[src/rtl/serial_alu_ctrl_pkg.sv]
// serial_alu_ctrl_pkg: op codes, FSM states and op legality helper for the serial ALU
package serial_alu_ctrl_pkg;
   localparam logic [2:0] OP_AND = 3'b000;
   localparam logic [2:0] OP_OR  = 3'b001;
   localparam logic [2:0] OP_ADD = 3'b010;
   localparam logic [2:0] OP_SUB = 3'b110;
   localparam logic [2:0] OP_SLT = 3'b111;
   typedef enum logic [1:0] {IDLE, RUN, SLTFIX, DONE} state_t;
   function automatic logic is_illegal(input logic [2:0] op);
      return op == 3'b011 || op == 3'b100 || op == 3'b101;
   endfunction
endpackage

[src/rtl/mux_4x1.sv]
// mux_4x1: one-bit four-input multiplexer
module mux_4x1 (
   input  logic       d0,
   input  logic       d1,
   input  logic       d2,
   input  logic       d3,
   input  logic [1:0] sel,
   output logic       y
);
   assign y = sel[1] ? (sel[0] ? d3 : d2) : (sel[0] ? d1 : d0);
endmodule

[src/rtl/serial_alu_bit.sv]
// serial_alu_bit: combinational 1-bit ALU slice built from and/or/not plus mux_4x1
module serial_alu_bit (
   input  logic       a,
   input  logic       b,
   input  logic       binv,
   input  logic       c_in,
   input  logic       less,
   input  logic [1:0] sel,
   output logic       r,
   output logic       c_out,
   output logic       set
);
   logic b_eff, ab_x, sum, ovf;
   assign b_eff = (b & ~binv) | (~b & binv);
   assign ab_x  = (a & ~b_eff) | (~a & b_eff);
   assign sum   = (ab_x & ~c_in) | (~ab_x & c_in);
   assign c_out = (a & b_eff) | (a & c_in) | (b_eff & c_in);
   assign ovf   = (c_in & ~c_out) | (~c_in & c_out);
   // sign corrected for overflow, so SLT is right even when a-b wraps
   assign set   = (sum & ~ovf) | (~sum & ovf);
   mux_4x1 u_mux (.d0(a & b_eff), .d1(a | b_eff), .d2(sum), .d3(less), .sel(sel), .y(r));
endmodule

[src/rtl/serial_alu_ctrl.sv]
// serial_alu_ctrl: bit-serial ALU, one slice sequenced LSB first with a registered carry
module serial_alu_ctrl
   import serial_alu_ctrl_pkg::*;
#(
   parameter int WIDTH = 32,
   parameter int CNT_W = $clog2(WIDTH)
) (
   input  logic             clk,
   input  logic             rst_n,
   input  logic             start,
   input  logic [2:0]       op,
   input  logic [WIDTH-1:0] a,
   input  logic [WIDTH-1:0] b,
   output logic             busy,
   output logic             done,
   output logic [WIDTH-1:0] result,
   output logic             carry_out,
   output logic             overflow,
   output logic             zero,
   output logic             illegal
);
   state_t           state;
   logic [WIDTH-1:0] a_q, b_q;
   logic [2:0]       op_q;
   logic [CNT_W-1:0] cnt;
   logic             carry, slt_set, r_bit, c_out, set_bit;
   logic [WIDTH-1:0] shifted;
   serial_alu_bit u_bit (
      .a(a_q[cnt]), .b(b_q[cnt]), .binv(op_q[2]), .c_in(carry), .less(1'b0),
      .sel(op_q[1:0]), .r(r_bit), .c_out(c_out), .set(set_bit)
   );
   assign shifted = {r_bit, result[WIDTH-1:1]};
   always_ff @(posedge clk) begin
      if (!rst_n) begin
         state <= IDLE;
         a_q <= '0;
         b_q <= '0;
         op_q <= '0;
         cnt <= '0;
         carry <= 1'b0;
         slt_set <= 1'b0;
         busy <= 1'b0;
         done <= 1'b0;
         result <= '0;
         carry_out <= 1'b0;
         overflow <= 1'b0;
         zero <= 1'b0;
         illegal <= 1'b0;
      end else begin
         done <= 1'b0;
         case (state)
            IDLE: if (start) begin
               a_q <= a;
               b_q <= b;
               op_q <= op;
               cnt <= '0;
               carry <= op[2];
               result <= '0;
               carry_out <= 1'b0;
               overflow <= 1'b0;
               busy <= 1'b1;
               illegal <= is_illegal(op);
               if (is_illegal(op)) begin
                  zero <= 1'b1;
                  done <= 1'b1;
                  state <= DONE;
               end else state <= RUN;
            end
            RUN: begin
               result <= shifted;
               carry <= c_out;
               if (cnt == CNT_W'(WIDTH-1)) begin
                  slt_set <= set_bit;
                  if (op_q[1:0] == 2'b10) begin
                     overflow <= carry ^ c_out;
                     carry_out <= c_out;
                  end
                  if (op_q == OP_SLT) state <= SLTFIX;
                  else begin
                     zero <= shifted == '0;
                     done <= 1'b1;
                     state <= DONE;
                  end
               end else cnt <= cnt + CNT_W'(1);
            end
            SLTFIX: begin
               result <= {{(WIDTH-1){1'b0}}, slt_set};
               zero <= ~slt_set;
               done <= 1'b1;
               state <= DONE;
            end
            DONE: begin
               busy <= 1'b0;
               state <= IDLE;
            end
            default: state <= IDLE;
         endcase
      end
   end
endmodule

[config.mk]
export PLATFORM = sky130hd
export DESIGN_NAME = serial_alu_ctrl
export DESIGN_NICKNAME = d
export VERILOG_FILES = /design/src/rtl/serial_alu_ctrl_pkg.sv /design/src/rtl/mux_4x1.sv /design/src/rtl/serial_alu_bit.sv /design/src/rtl/serial_alu_ctrl.sv
export SDC_FILE = /design/constraint.sdc
export NUM_CORES = 1
export LEC_CHECK = 0
export CORE_ASPECT_RATIO = 1.5
export CORE_UTILIZATION = 56
export DETAILED_ROUTE_END_ITERATION = 10
export HOLD_SLACK_MARGIN = 0.03
export PLACE_DENSITY = 0.93
export SLEW_MARGIN = 20
export SYNTH_ARGS = -nofsm -noshare
export SYNTH_HDL_FRONTEND = slang
export SYNTH_HIERARCHICAL = 1
export SYNTH_SLANG_ARGS = --single-unit
[constraint.sdc]
create_clock -name clk -period 8.8 [get_ports clk]
set_clock_uncertainty 0.05 [all_clocks]
set_input_delay 1.76 -clock clk [delete_from_list [all_inputs] [get_ports clk]]
set_output_delay 1.76 -clock clk [all_outputs]
set_load 0.02 [all_outputs]
==> results.py <==
metrics = {
    "global_routing": {
        "grt_max_degree": 114,
        "grt_antenna_before_repair": 0,
        "track_usage": 0.280,
        "grt_pass1_vias": 4700,
        "gr-total-overflow": 0,
        "grt_first_pass_wirelength_um": 20900,
    },
    "routing": {
        "drt_iter0_markers": 365,
        "wl_per_cell_um": 15.8,
        "viasPerCell": 5.76,
        "wl_um": 13100,
        "drc": 0,
        "vias": 4792,
        "drt_pre_antenna_iters": 5,
        "antenna_left": 0,
    },
    "worst_setup_path": {
        "worstPathRequired_ns": 9.10,
        "crit_type": "register to register",
        "crit_fanout": 35,
        "crit_path_end_kind": "register",
        "r2r_end": "zero$_SDFFE_PN0P_",
        "cp-start-kind": "register",
        "reg2reg_slack_ns": 4.25,
        "timing.rr.start": "cnt[1]$_SDFFE_PN0P_",
        "arrival_ns": 4.85,
        "reg2reg_depth": 12,
    },
    "finish": {
        "drive_gt1_frac": 0.0500,
        "fin_nets": 791,
        "final_cells": 832,
        "syn2layout_area_growth_pct": 29.8,
        "antenna_cells": 0,
        "final_util": 0.746,
        "finalInstanceArea_mm2": 0.00690,
    },
    "logic_synthesis": {
        "synthMuxAreaShare": 0.0722,
        "synth-adder-area-share": 0.0287,
        "yosysWarnings": 6,
        "synth_ff_type": "dfxtp_1",
        "syn_nets": 712,
        "synth_area_per_cell_um2": 8.43,
        "synth_edf_count": 0,
        "synth_cells": 631,
        "yosys.area_share.simple": 0.214,
        "synth-seq-cells": 114,
        "synth_xor_area_frac": 0.00823,
        "netlist_area_mm2": 0.00532,
        "synth_top_family_by_area": "simple AND/OR/NAND/NOR gates",
        "synth_seq_area_share": 0.429,
        "synth-compound-area-share": 0.195,
        "synth_cell_types": 47,
        "synthArstFlopShare": 0,
    },
    "clocking": {
        "clockRootBuffer": "clkbuf_16",
        "cts_tree": "done",
        "htreeDepth": 4,
        "numCtsBuffers": 17,
        "postCtsSetupBuffers": 0,
        "cts.path.max_buffers": 2,
        "clock_latency_ns": 0.41,
        "cts_hold_buffers": 0,
        "cts_resized": 0,
        "numClockSinks": 114,
        "clk_pin_slew_ns": 0.05,
    },
    "power_and_ir_drop": {
        "seqPwrFrac": 0.349,
        "p_sw_uw": 577,
        "p_leak_uw": 0.00250,
        "combPwrFrac": 0.272,
        "powerDensity_mw_per_mm2": 260,
        "p_clk_frac": 0.379,
        "ir_worst_vdd_mv": 0.196,
        "internal_power_uw": 1220,
        "switching_share": 0.321,
    },
    "timing": {
        "fin_crit_sh": 0.517,
        "tightest_slew_ns": 1.06,
        "setup_tns_ns": 0,
        "hold-worst-slack_ns": 0.402,
        "finalSetupViolCount": 0,
        "period_minus_slack_ns": 4.55,
        "drv_slew": 0,
        "hold_viol": 0,
        "fmax_ghz": 0.220,
        "rsz0062_at_grt": "no",
        "relSlewSlack": 0.291,
    },
    "job": {
        "drv_cap": 0,
    },
    "hold_path": {
        "min_path_type": "register to register",
        "min-delay-start": "a_q[28]$_SDFFE_PN0P_",
        "whs_path_depth": 2,
        "hold-path-endpoint": "a_q[28]$_SDFFE_PN0P_",
    },
    "die": {
        "num_rows": 43,
        "coreArea_mm2": 0.00925,
        "die_h_um": 121,
        "die_w_um": 81.6,
        "start_util": 0.575,
        "ioPinCount": 108,
        "dieArea_mm2": 0.00990,
    },
    "placed_design": {
        "dp.cells": 803,
        "dp_hpwl_um": 8600,
        "gp_congestion": 0.815,
        "placed_cell_area_mm2": 0.00631,
        "port_buffers": 107,
    },
    "run_status": {
        "status": "finished, final reports clean",
    },
}
-- layer usage --
metal,part of all wire,wire length [µm],global-route usage
met5,0,0,0
met4,0.032,418,0.134
met3,0.049,638,0.0835
met2,0.54,7100,0.509
met1,0.38,4960,0.281
-- Yosys cell counts, types with 3 or more instances --
library cell / count / area (µm²)
o21ai_0: 3 / 15.0
buf_4: 4 / 30.0
nand2b_1: 4 / 25.0
dfxtp_1: 114 / 2280
ha_1: 9 / 113
nor4_1: 7 / 43.8
nor2_1: 10 / 37.5
inv_1: 9 / 33.8
clkbuf_1: 28 / 105
nand3_1: 37 / 185
buf_1: 3 / 11.3
xor2_1: 4 / 35.0
mux2i_1: 35 / 350
a21boi_1: 101 / 758
a21oi_1: 9 / 45.0
nor2b_1: 9 / 56.3
a22oi_1: 16 / 120
nand2_1: 181 / 679
nand4b_1: 3 / 26.3
buf_2: 10 / 50.1
-- per-stage QoR --
| stage | power (µW) | worst slack [ns] |
|---|---|---|
| 6_report | 1800 | 4.25 |
| 4_1_cts | 1790 | 4.34 |
| 5_1_grt | 1880 | 4.03 |
| 3_5_place_dp | 1100 | 4.52 |
| 2_1_floorplan | 982 | 5.45 |
| 3_3_place_gp | 1070 | 4.77 |
-- registers in the layout, summed over array words and instances, names as in the netlist --
register   cells
overflow       1
carry          1
op_q           3
cnt            5
b_q           32
illegal        1
state          2
done           1
slt_set        1
carry_out      1
zero           1
result        32
busy           1
a_q           32
-- kinds of logic (layout without fill, tap and decap cells) --
group           count (synthesis)  count (layout)
simple gates                  263             263
other cells                     1               1
flops                         114             114
fa+ha+maj                      11              11
xor+xnor                        5               5
compound gates                142             142
buf+inv                        58             147
mux                            37              37
-- cell usage in the layout, fill, tap and decap left out, types with 2 or more instances in the layout --
master and instances:
fa_1 2, xor2_1 4, and4b_1 2, nor2b_1 8, clkinv_2 3, inv_1 9
nand3_1 37, clkbuf_8 3, nand4_1 2, mux2i_1 35, nand2_1 180, nor4_1 7
nor2_1 10, nand2b_1 3, clkbuf_16 17, a21boi_1 101, o21ai_0 3, ha_1 9
nand4b_1 3, a22oi_1 16, dfxtp_1 113, clkbuf_1 3, o311ai_1 2, clkdlybuf4s50_1 106
a21oi_1 9, bufinv_16 3, a31oi_1 2, buf_4 2, or3_1 2
-- worst max path at each step --
stage | startpoint | slack [ns] | to | depth (start not counted)
after floorplan | cnt[1]$_SDFFE_PN0P_ | 5.45 | zero$_SDFFE_PN0P_ | 14
after global placement | cnt[1]$_SDFFE_PN0P_ | 4.77 | zero$_SDFFE_PN0P_ | 12
after detailed placement | cnt[1]$_SDFFE_PN0P_ | 4.52 | zero$_SDFFE_PN0P_ | 12
after CTS | cnt[1]$_SDFFE_PN0P_ | 4.34 | zero$_SDFFE_PN0P_ | 12
after global routing | cnt[1]$_SDFFE_PN0P_ | 4.03 | zero$_SDFFE_PN0P_ | 12
final | cnt[1]$_SDFFE_PN0P_ | 4.25 | zero$_SDFFE_PN0P_ | 12
-- critical path, cell delays in order (launching register included) --
cell and delay (ns):
dfxtp_2 1.03, mux2i_1 0.39, a22oi_1 0.15, and4b_1 0.25
a31oi_1 0.18, o311ai_1 0.18, xnor2_1 0.46, fa_1 0.54
mux4_2 0.50, nor4_1 0.22, nand4_1 0.12, nor3_1 0.21
o221a_1 0.20
-- power groups by stage --
stage                     clock network (µW)  registers (µW)  logic, µW
final                                    681             628        488
after global routing                     711             634        535
after CTS                                685             628        481
after detailed placement                   0             636        467
after global placement                     0             631        440
after floorplan                            0             627        356
-- final cells by class --
| class | instances | area (µm²) |
|---|---|---|
| Inverter | 9 | 33.8 |
| Fill cell | 621 | 2350 |
| Sequential cell | 114 | 2280 |
| Multi-Input combinational cell | 459 | 2780 |
| Tap cell | 112 | 140 |
| Clock buffer | 23 | 478 |
| Clock inverter | 6 | 105 |
| Timing Repair Buffer | 109 | 1080 |
Power figures use the tool's default switching activity.
